`src/rtl/iiitb_gc_pkg.sv`:
```
// Shared definitions for the iiitb Gray counter run controller.
// Provides the default counter width, the controller state encoding and
// a reference Gray-to-binary conversion function.
package iiitb_gc_pkg;

   localparam int GC_WIDTH = 8;

   localparam logic [1:0] ST_IDLE  = 2'd0;
   localparam logic [1:0] ST_CLEAR = 2'd1;
   localparam logic [1:0] ST_RUN   = 2'd2;
   localparam logic [1:0] ST_DONE  = 2'd3;

   typedef enum logic [1:0] {
      IDLE  = ST_IDLE,
      CLEAR = ST_CLEAR,
      RUN   = ST_RUN,
      DONE  = ST_DONE
   } gc_state_t;

   // Binary bit i is the XOR of every Gray bit at or above position i.
   function automatic logic [GC_WIDTH-1:0] gray2bin(input logic [GC_WIDTH-1:0] gray);
      logic [GC_WIDTH-1:0] bin;
      for (int i = 0; i < GC_WIDTH; i++) begin
         bin[i] = ^(gray >> i);
      end
      return bin;
   endfunction

endpackage

```
`src/rtl/iiitb_gc_g2b.sv`:
```
// Combinational WIDTH-bit Gray-to-binary converter.
// Turns the counter's Gray output back into a step count so the controller
// can compare it with the number of enables it has issued.
module iiitb_gc_g2b #(
   parameter int WIDTH = 8
) (
   input  logic [WIDTH-1:0] gray,
   output logic [WIDTH-1:0] bin
);

   // Each binary bit is the parity of the Gray bits from its position upwards.
   always_comb begin
      bin = '0;
      for (int i = 0; i < WIDTH; i++) begin
         bin[i] = ^(gray >> i);
      end
   end

endmodule

```
`src/rtl/iiitb_gc_ctrl.sv`:
```
// Run controller / sequencer for the 8-bit Gray counter iiitb_gc.
// Accepts run commands over valid/ready, pulses the counter reset once,
// issues exactly cmd_len enables, checks every Gray output against the
// issued step count and reports done, aborted and a sticky err flag.
// Optional feature: define GC_CTRL_PAUSE_EN to add a 'pause' input that
// holds off enables combinationally while in RUN.
module iiitb_gc_ctrl
   import iiitb_gc_pkg::*;
#(
   parameter int WIDTH = GC_WIDTH
) (
   input  logic             clk,
   input  logic             reset,
   input  logic             cmd_valid,
   output logic             cmd_ready,
   input  logic [WIDTH-1:0] cmd_len,
   input  logic             cmd_cont,
   input  logic             stop,
   output logic             gc_reset,
   output logic             gc_enable,
   input  logic [WIDTH-1:0] gray_in,
`ifdef GC_CTRL_PAUSE_EN
   input  logic             pause,
`endif
   output logic             busy,
   output logic             done,
   output logic             aborted,
   output logic             err,
   output logic [WIDTH-1:0] steps_done
);

   gc_state_t        state;
   logic [WIDTH-1:0] len_q;
   logic             cont_q;
   logic             run_q;
   logic             check_q;
   logic             advance;
   logic             last_step;
   logic             mismatch;
   logic [WIDTH-1:0] gray_bin;

   iiitb_gc_g2b #(
      .WIDTH(WIDTH)
   ) u_g2b (
      .gray(gray_in),
      .bin (gray_bin)
   );

`ifdef GC_CTRL_PAUSE_EN
   assign advance = run_q & ~pause;
`else
   assign advance = run_q;
`endif

   assign gc_enable = advance;
   assign last_step = (steps_done == (len_q - WIDTH'(1)));
   assign mismatch  = check_q && (gray_bin != steps_done);

   // Sequencer: state, step counter, mismatch tracking and all registered outputs.
   always_ff @(posedge clk) begin
      if (reset) begin
         state      <= IDLE;
         cmd_ready  <= 1'b1;
         gc_reset   <= 1'b1;
         run_q      <= 1'b0;
         check_q    <= 1'b0;
         busy       <= 1'b0;
         done       <= 1'b0;
         aborted    <= 1'b0;
         err        <= 1'b0;
         steps_done <= '0;
         len_q      <= '0;
         cont_q     <= 1'b0;
      end else begin
         gc_reset <= 1'b0;
         done     <= 1'b0;
         check_q  <= 1'b0;
         if (mismatch) begin
            err <= 1'b1;
         end
         case (state)
            IDLE: begin
               if (cmd_valid && cmd_ready) begin
                  len_q      <= cmd_len;
                  cont_q     <= cmd_cont;
                  err        <= 1'b0;
                  aborted    <= 1'b0;
                  steps_done <= '0;
                  cmd_ready  <= 1'b0;
                  busy       <= 1'b1;
                  if (cmd_len == '0) begin
                     state <= DONE;
                     done  <= 1'b1;
                  end else begin
                     state    <= CLEAR;
                     gc_reset <= 1'b1;
                  end
               end
            end
            CLEAR: begin
               state   <= RUN;
               run_q   <= 1'b1;
               check_q <= 1'b1;
            end
            RUN: begin
               if (advance) begin
                  steps_done <= steps_done + WIDTH'(1);
                  check_q    <= 1'b1;
               end
               if (stop) begin
                  state   <= DONE;
                  run_q   <= 1'b0;
                  aborted <= 1'b1;
                  done    <= 1'b1;
               end else if (advance && last_step) begin
                  state <= DONE;
                  run_q <= 1'b0;
                  done  <= 1'b1;
               end
            end
            DONE: begin
               if (cont_q && !aborted && !stop) begin
                  steps_done <= '0;
                  if (len_q == '0) begin
                     state <= DONE;
                     done  <= 1'b1;
                  end else begin
                     state    <= CLEAR;
                     gc_reset <= 1'b1;
                  end
               end else begin
                  state     <= IDLE;
                  cmd_ready <= 1'b1;
                  busy      <= 1'b0;
               end
            end
            default: begin
               state     <= IDLE;
               cmd_ready <= 1'b1;
               busy      <= 1'b0;
               run_q     <= 1'b0;
            end
         endcase
      end
   end

endmodule

```
`config.mk`:
```
export PLATFORM = sky130hd
export DESIGN_NAME = iiitb_gc_ctrl
export DESIGN_NICKNAME = d
export VERILOG_FILES = /design/src/rtl/iiitb_gc_pkg.sv /design/src/rtl/iiitb_gc_g2b.sv /design/src/rtl/iiitb_gc_ctrl.sv
export SDC_FILE = /design/constraint.sdc
export NUM_CORES = 1
export LEC_CHECK = 0
export ABC_AREA = 1
export CAP_MARGIN = 10
export CORE_ASPECT_RATIO = 1.25
export CORE_MARGIN = 10
export CORE_UTILIZATION = 55
export DETAILED_ROUTE_END_ITERATION = 10
export PLACE_DENSITY_LB_ADDON = 0.25
export SETUP_SLACK_MARGIN = 0.3
export SLEW_MARGIN = 5
export SYNTH_ARGS = -nofsm -noshare
export SYNTH_HDL_FRONTEND = slang
export SYNTH_SLANG_ARGS = --single-unit
```
`constraint.sdc`:
```
create_clock -name clk -period 3.88 [get_ports clk]
set_input_delay 0.776 -clock clk [delete_from_list [all_inputs] [get_ports clk]]
set_output_delay 0.776 -clock clk [all_outputs]
set_load 0.01 [all_outputs]
```
==> results.yml, run 1 <==
detailed_routing:
  drtPass1Iterations: 4
  routedWlPerCell_um: 12.0
  drt-total-wl_mm: 4.76
  vias_per_cell: 5.20
  vias: 2059
  drt_iter0_markers: 69
  post-route-drc-count: 0
  postRouteAntennaNets: 0
logic_synthesis:
  synth_area_um2: 1970
  yosysWarnings: 0
  synth_async_sr_flop_share: 0
  yosys.cell_types.count: 32
  syn_inst: 321
  avgSynthCellArea_um2: 6.14
  ys.flop_type: "dfxtp_1"
  synth_nets: 349
  ys_seq_area_frac: 0.274
  yosys_register_bits: 27
  synth-edff-count: 0
critical_path:
  criticalPathCategory: "reg -> out"
  critPathMaxStageDelay_ns: 0.60
  rr_startpoint: "state[0]"
  cp_top_family: "buffers and inverters"
  worst_ep_arrival_time_ns: 1.36
  startpoint_type: "flip-flop"
  worstPathRequired_ns: 3.10
  path_cells: "clkdlybuf4s50_1"
  worstPathMaxFanout: 6
  setup.worst_path.start: "steps_done[5]"
  crit_buf_inv: 1
  cpMaxStageDelayCell: "clkdlybuf4s50_1"
  end_kind: "primary output"
clock_network:
  clock_path_buffers: 2
  cts_tree: "built"
  cts_made_buffers: 3
  h-tree-depth: 1
  cts-root-buf: "clkbuf_8"
  cts_setup_buffers: 0
  clkLatencyLatePin_ns: 0.27
  hold_buffers: 0
  clkTransAtPathRegs_ns: 0.09
  ctsResizeCount: 0
  clock_sinks: 27
grt:
  overflow: 0
  grt_max_degree: 23
  grt_first_pass_wirelength_mm: 8.22
  grt_pass1_vias: 1932
  track_usage: 0.152
  antenna_found_initial: 0
floorplan:
  row_count: 24
  dieArea_um2: 6390
  coreArea_um2: 3480
  dieHeight_um: 86.9
  io_pins: 36
  die_x_um: 73.5
  initial_core_util: 0.566
layout:
  top_regs: "len_q x8, steps_done x8, state x2"
  antenna_cells: 0
  nNetsFinal: 386
  drive_gt1_frac: 0.0700
  layout_common_cells: "101 x nand2_1, 42 x inv_1, 35 x clkdlybuf4s50_1, 31 x nor2_1, 27 x dfxtp_1"
  final_util: 0.690
  area_delta_synth_final_pct: 22.0
  final_common_cell: "nand2_1"
  instances_no_fill: 396
placed_design:
  dp.cells: 392
  io_buffers: 35
  routabilityCongestion: 0.890
  hpwlAfterDp_mm: 3.84
  dp_worst_setup_slack_ns: 1.48
outcome:
  status: "finished, final reports clean"
min_path:
  hp-class: "reg -> reg"
  hold_start: "check_q"
timing:
  setup_tns_ns: 0
  worst_pin_slew_ns: 0.510
  rsz0062_at_grt: "no"
  period_minus_slack_ns: 2.13
  skew_ns: 0.00495
  hold_violations: 0
  slew_headroom: 0.659
  setup_slack_ns: 1.75
  setup_violations: 0
  drv_slew: 0
  clock.fmax_mhz: 469
  period_share: 0.550
flow_run:
  maxCapViolations: 0
pwr:
  power_mw: 1.22
  peakVddDrop_mv: 0.389
  p_leak_nw: 1.13
  p_per_area_nw_per_um2: 509
==> final timing paths <==
check                  endpoint  slack [ns]  depth (start not counted)
hold reg to reg             err        0.44                          2
setup / recovery  steps_done[5]        1.75                          1
hold / removal              err        0.44                          2
setup reg to reg  steps_done[7]        1.97                         10
==> layout make-up <==
class | instances | area (µm²)
sequential | 27 | 541
fill | 335 | 1080
timing repair buffer | 35 | 350
tap | 39 | 48.8
multi-input combinational | 244 | 1240
inverter | 47 | 176
clock buffer | 4 | 45.0
==> cell families after synthesis <==
| logic type | synth area share |
|---|---|
| compound gates | 0.133 |
| fa+ha+maj | 0.0444 |
| buf+inv | 0.0952 |
| simple gates | 0.409 |
| xor+xnor | 0.0444 |
| flops | 0.274 |
==> per-stage QoR <==
step | instance area (µm²) | hold WS, ns
5_1_grt | 2400 | 0.460
4_1_cts | 2400 | 0.451
2_1_floorplan | 1970 | 0.421
3_5_place_dp | 2360 | 0.438
3_3_place_gp | 2360 | 0.433
6_report | 2400 | 0.444
==> routing by layer <==
metal,GRT usage,vias to the layer above,part of all wire
met1,0.174,903,0.42
li1,-,1093,-
met5,0,-,0
met4,0.0526,0,0.017
met2,0.270,52,0.49
met3,0.0285,11,0.065
==> synth_stat cells, types with 2 or more instances <==
cell type / n / area, µm²
ha_1: 7 / 87.6
nor3_1: 5 / 25.0
nand2_2: 3 / 18.8
inv_2: 4 / 15.0
clkbuf_1: 3 / 11.3
xor2_1: 4 / 35.0
nor2_2: 5 / 31.3
nor3_4: 2 / 32.5
nor2_1: 31 / 116
nor3_2: 2 / 20.0
nand3_2: 2 / 20.0
dfxtp_1: 27 / 541
nand2_1: 101 / 379
xnor2_1: 6 / 52.6
nand3_1: 19 / 95.1
a21oi_1: 23 / 115
o21ai_0: 19 / 95.1
nand4_1: 3 / 18.8
inv_1: 42 / 158
==> worst min-delay path, cell delays in order, from the launching register on <==
cell and delay [ns]:
dfxtp_1 0.31, nand2_1 0.05, a21oi_1 0.05
==> where the power goes <==
| part | leakage, nW | switching [mW] | internal [mW] |
|---|---|---|---|
| logic | 0.886 | 0.405 | 0.265 |
| clock network | 0.0228 | 0.0849 | 0.0736 |
| registers | 0.221 | 0.0558 | 0.340 |
Note: power is estimated with default switching activity, not from simulation.
==> inputs of run 2 (changes only) <==
--- a/config.mk
+++ b/config.mk
@@ -9,7 +9,7 @@
 export CAP_MARGIN = 10
 export CORE_ASPECT_RATIO = 1.25
 export CORE_MARGIN = 10
-export CORE_UTILIZATION = 55
+export CORE_UTILIZATION = 47
 export DETAILED_ROUTE_END_ITERATION = 10
 export PLACE_DENSITY_LB_ADDON = 0.25
 export SETUP_SLACK_MARGIN = 0.3
==> constraint.sdc (replaced) <==
create_clock -name clk -period 1.9 [get_ports clk]
set_input_delay 0.38 -clock clk [delete_from_list [all_inputs] [get_ports clk]]
set_output_delay 0.38 -clock clk [all_outputs]
set_load 0.01 [all_outputs]
==> run 2 against run 1 <==
Compared with the run above:
- sequential cell count unchanged
- power grew 140%
- critical path depth increased by 8
- clock skew about the same
- cell count up 10%
- global-route usage down 1.1 points
- highest routed layer unchanged
==> results.yml, run 2 (synthesized netlist as in run 1, its figures left out) <==
detailed_routing:
  wl_met1_mm: 2.29
  top_layer_used: "met4"
  post-route-drc-count: 0
  drt-total-wl_mm: 5.64
  vias_per_cell: 5.13
  drt_iter0_markers: 132
  wl_met2_mm: 2.82
  vias: 2237
  drtPass1Iterations: 5
  routedWlPerCell_um: 12.9
  wl_met3_um: 281
  postRouteAntennaNets: 0
timing:
  worst_pin_slew_ns: 0.285
  clock.fmax_mhz: 595
  drv_slew: 0
  setup_tns_ns: 0
  period_share: 0.885
  whs_ns: 0.450
  skew_ns: 0.00470
  slew_headroom: 0.808
  setup_violations: 0
  period_minus_slack_ns: 1.68
  rsz0062_at_grt: "yes"
  hold_violations: 0
placed_design:
  dp.cells: 423
  io_buffers: 35
  routabilityCongestion: 0.914
  hpwlAfterDp_mm: 4.04
  place_area_um2: 2490
layout:
  area_delta_synth_final_pct: 40.7
  final_area_um2: 2770
  top_regs: "len_q x8, steps_done x8, state x2"
  instances_no_fill: 436
  antenna_cells: 0
  final_common_cell: "nand2_1"
  drive_gt1_frac: 0.242
  layout_common_cells: "97 x nand2_1, 35 x inv_1, 29 x nor2_1, 21 x buf_4, 19 x a21oi_1"
  nNetsFinal: 409
critical_path:
  timing.rr.end: "state[1]"
  criticalPathCategory: "in -> reg"
  worstPathRequired_ns: 2.11
  worst_ep_arrival_time_ns: 1.90
  rr_startpoint: "state[0]"
  reg2reg_slack_ns: 0.26
  reg2reg_depth: 9
  worstPathMaxFanout: 5
  startpoint_type: "input port"
  end_kind: "flip-flop"
clock_network:
  cts-root-buf: "clkbuf_8"
  cts_made_buffers: 3
  h-tree-depth: 1
  clock_path_buffers: 2
  clkTransAtPathRegs_ns: 0.10
  cts_tree: "built"
  clkLatencyLatePin_ns: 0.28
  clock_sinks: 27
flow_run:
  maxCapViolations: 0
min_path:
  hp-class: "reg -> reg"
  min_to: "err"
  hold_start: "check_q"
  whs_path_depth: 2
floorplan:
  dieArea_um2: 7200
  row_count: 26
  initial_core_util: 0.485
  coreArea_um2: 4070
  dieHeight_um: 92.4
  io_pins: 36
  die_x_um: 77.9
pwr:
  p_clk_frac: 0.113
  pwr-share-comb: 0.598
  power_switching_mw: 1.32
  p_per_area_nw_per_um2: 1060
  p_seq_frac: 0.289
  p_int_mw: 1.63
  power_mw: 2.95
  peakVddDrop_mv: 0.599
  p_leak_nw: 1.38
  switching_share: 0.448
grt:
  antenna_found_initial: 0
  grt_max_degree: 21
  track_usage: 0.141
  grt_first_pass_wirelength_mm: 8.78
  overflow: 0
  grt_pass1_vias: 2102
outcome:
  status: "finished, final reports clean"
-- run 2: metal layers --
metal / GRT usage / vias to the layer above
li1: - / 1132
met1: 0.160 / 1007
met2: 0.245 / 75
met3: 0.0232 / 23
met4: 0.0778 / 0
met5: 0 / -
-- run 2: critical path, stage by stage --
cell and delay [ns]:
clkdlybuf4s50_1 0.46, inv_1 0.11, buf_4 0.15, nand3_1 0.18, o21ai_0 0.31, inv_1 0.11, nand2_2 0.06, nand2_1 0.05
nor2_1 0.08
-- run 2: cell type report --
cell class,instances,area [µm²]
fill,350,1290
timing repair buffer,58,524
clock buffer,3,41.3
inverter,47,191
sequential,27,568
clock inverter,1,5.00
tap,56,70.1
multi-input combinational,244,1370
-- run 2: power groups by stage --
stage                     combinational [mW]  sequential, mW  clock (mW)
final                                   1.76           0.853       0.333
after global routing                    1.96           0.872       0.365
after CTS                               1.50           0.823       0.338
after detailed placement                1.45           0.820           0
after global placement                  1.42           0.817           0
after floorplan                         1.00           0.820           0
-- run 2: timing repair --
item,CTS,global route
setup endpoints to repair,22,23
hold buffers,0,0
hold endpoints to repair,0,0
gates resized for setup,36,43
pin swaps,4,13
buffers inserted,1,8
-- run 2: per-stage QoR --
| step | setup WS (ns) | utilization |
|---|---|---|
| 2_1_floorplan | 0.303 | - |
| 3_5_place_dp | -0.0367 | 0.613 |
| 6_report | 0.219 | 0.682 |
| 5_1_grt | 0.143 | 0.682 |
| 3_3_place_gp | -0.0275 | 0.613 |
| 4_1_cts | 0.259 | 0.635 |
-- run 2: worst max path at each step --
stage | to | startpoint
final | state[0] | stop
after global routing | state[1] | state[0]
after CTS | steps_done[5] | steps_done[5]
after detailed placement | err | gray_in[2]
after global placement | err | gray_in[7]
after floorplan | steps_done[6] | state[0]
==> inputs of run 3 (changes only) <==
--- a/config.mk
+++ b/config.mk
@@ -9,8 +9,9 @@
 export CAP_MARGIN = 10
 export CORE_ASPECT_RATIO = 1.25
 export CORE_MARGIN = 10
-export CORE_UTILIZATION = 47
+export CORE_UTILIZATION = 55
 export DETAILED_ROUTE_END_ITERATION = 10
+export DONT_BUFFER_PORTS = 1
 export PLACE_DENSITY_LB_ADDON = 0.25
 export SETUP_SLACK_MARGIN = 0.3
 export SLEW_MARGIN = 5
==> run 3 against run 2 <==
Compared with the run above:
- clock-buffer cell count unchanged
- cell count down 12%
- routed wire length down 7.1%
- register-to-register slack about the same
- critical path depth unchanged
- power down 2.2%
- clock power up 2%
- die area down 11%
- setup slack better by 0.047 ns
- highest routed layer unchanged
==> results.yml, run 3 (synthesized netlist as in run 1, its figures left out) <==
detailed_routing:
  drt-total-wl_mm: 5.24
  vias: 2066
  routedWlPerCell_um: 13.7
  drtPass1Iterations: 4
  postRouteAntennaNets: 0
  vias_per_cell: 5.41
  drt_iter0_markers: 87
  post-route-drc-count: 0
layout:
  drive_gt1_frac: 0.227
  final_common_cell: "nand2_1"
  fillerInstances: 309
  nNetsFinal: 372
  layout_common_cells: "96 x nand2_1, 36 x inv_1, 30 x nor2_1, 22 x a21oi_1, 21 x dfxtp_1"
  antenna_cells: 0
  final_util: 0.678
  area_delta_synth_final_pct: 19.8
  top_regs: "len_q x8, steps_done x8, state x2"
floorplan:
  die_x_um: 73.5
  coreArea_um2: 3480
  initial_core_util: 0.566
  dieHeight_um: 86.9
  dieArea_um2: 6390
  io_pins: 36
  row_count: 24
critical_path:
  worstPathRequired_ns: 2.13
  criticalPathCategory: "reg -> reg"
  reg2reg_slack_ns: 0.27
  startpoint_type: "flip-flop"
  end_kind: "flip-flop"
  worstPathMaxFanout: 5
  reg2reg_depth: 9
  worst_ep_arrival_time_ns: 1.86
clock_network:
  cts_made_buffers: 3
  cts_tree: "built"
  clock_sinks: 27
  clkTransAtPathRegs_ns: 0.10
  h-tree-depth: 1
  clock_path_buffers: 2
  clkLatencyLatePin_ns: 0.28
  cts-root-buf: "clkbuf_8"
pwr:
  peakVddDrop_mv: 0.964
  p_per_area_nw_per_um2: 1220
  p_leak_nw: 1.12
timing:
  skew_ns: 0.00266
  setup_violations: 0
  worst_pin_slew_ns: 0.351
  setup_tns_ns: 0
  clock.fmax_mhz: 612
  period_share: 0.860
  slew_headroom: 0.766
  whs_ns: 0.151
  drv_slew: 0
  period_minus_slack_ns: 1.63
  rsz0062_at_grt: "yes"
  hold_violations: 0
flow_run:
  maxCapViolations: 0
grt:
  track_usage: 0.154
  antenna_found_initial: 0
  grt_first_pass_wirelength_mm: 8.19
  grt_max_degree: 21
  grt_pass1_vias: 1926
  overflow: 0
min_path:
  whs_path_depth: 1
  hp-class: "in -> reg"
outcome:
  status: "finished, final reports clean"
placed_design:
  io_buffers: 0
  hpwlAfterDp_mm: 3.81
  routabilityCongestion: 0.878
-- run 3: metrics by stage --
stage	std cells	power (mW)	area [µm²]	setup slack, ns
finish	382	2.89	2360	0.266
floorplan	321	1.82	1980	0.303
CTS	372	2.58	2210	0.278
global placement	363	2.06	2060	0.185
global route	382	3.12	2360	0.141
detailed placement	363	2.09	2060	0.0988
-- run 3: what timing repair did --
action | CTS | global route
gates resized for setup | 17 | 27
setup endpoints to repair | 11 | 12
gates cloned | 0 | 0
setup buffers | 5 | 10
hold buffers | 0 | 0
pin swaps | 5 | 14
-- run 3: layout make-up --
type / instances / area, µm² / area share
Multi-Input combinational cell: 244 / 1370 / 0.578
Sequential cell: 27 / 551 / 0.233
Inverter: 47 / 189 / 0.0800
Timing Repair Buffer: 21 / 161 / 0.0684
Tap cell: 39 / 48.8 / 0.0207
Clock buffer: 3 / 41.3 / 0.0175
Clock inverter: 1 / 5.00 / 0.00212
-- run 3: final timing paths --
path                 start             to
setup / recovery  state[0]  steps_done[6]
hold / removal       reset           busy
setup reg to reg  state[0]  steps_done[6]
hold reg to reg    check_q            err
-- run 3: metal layers --
layer / vias to the layer above / share of wire / wire, µm / GRT usage
li1: 1064 / - / - / -
met4: 0 / 0.013 / 66 / 0.0492
met3: 9 / 0.085 / 447 / 0.0457
met1: 933 / 0.40 / 2110 / 0.171
met5: - / 0 / 0 / 0
met2: 60 / 0.50 / 2610 / 0.268
-- run 3: critical path: stages (launching register included) --
cell     delay, ns
dfxtp_2       0.35
buf_4         0.15
ha_4          0.18
nor2_4        0.15
nand3_4       0.12
nor3_4        0.15
nand2_2       0.11
nor3_2        0.16
o21ai_1       0.10
nor2_1        0.10
-- run 3: where the power goes --
part / switching, mW / internal [mW] / leakage [nW]
Sequential: 0.163 / 0.704 / 0.224
Combinational: 0.955 / 0.723 / 0.868
Clock: 0.194 / 0.148 / 0.0255
Total: 1.31 / 1.57 / 1.12
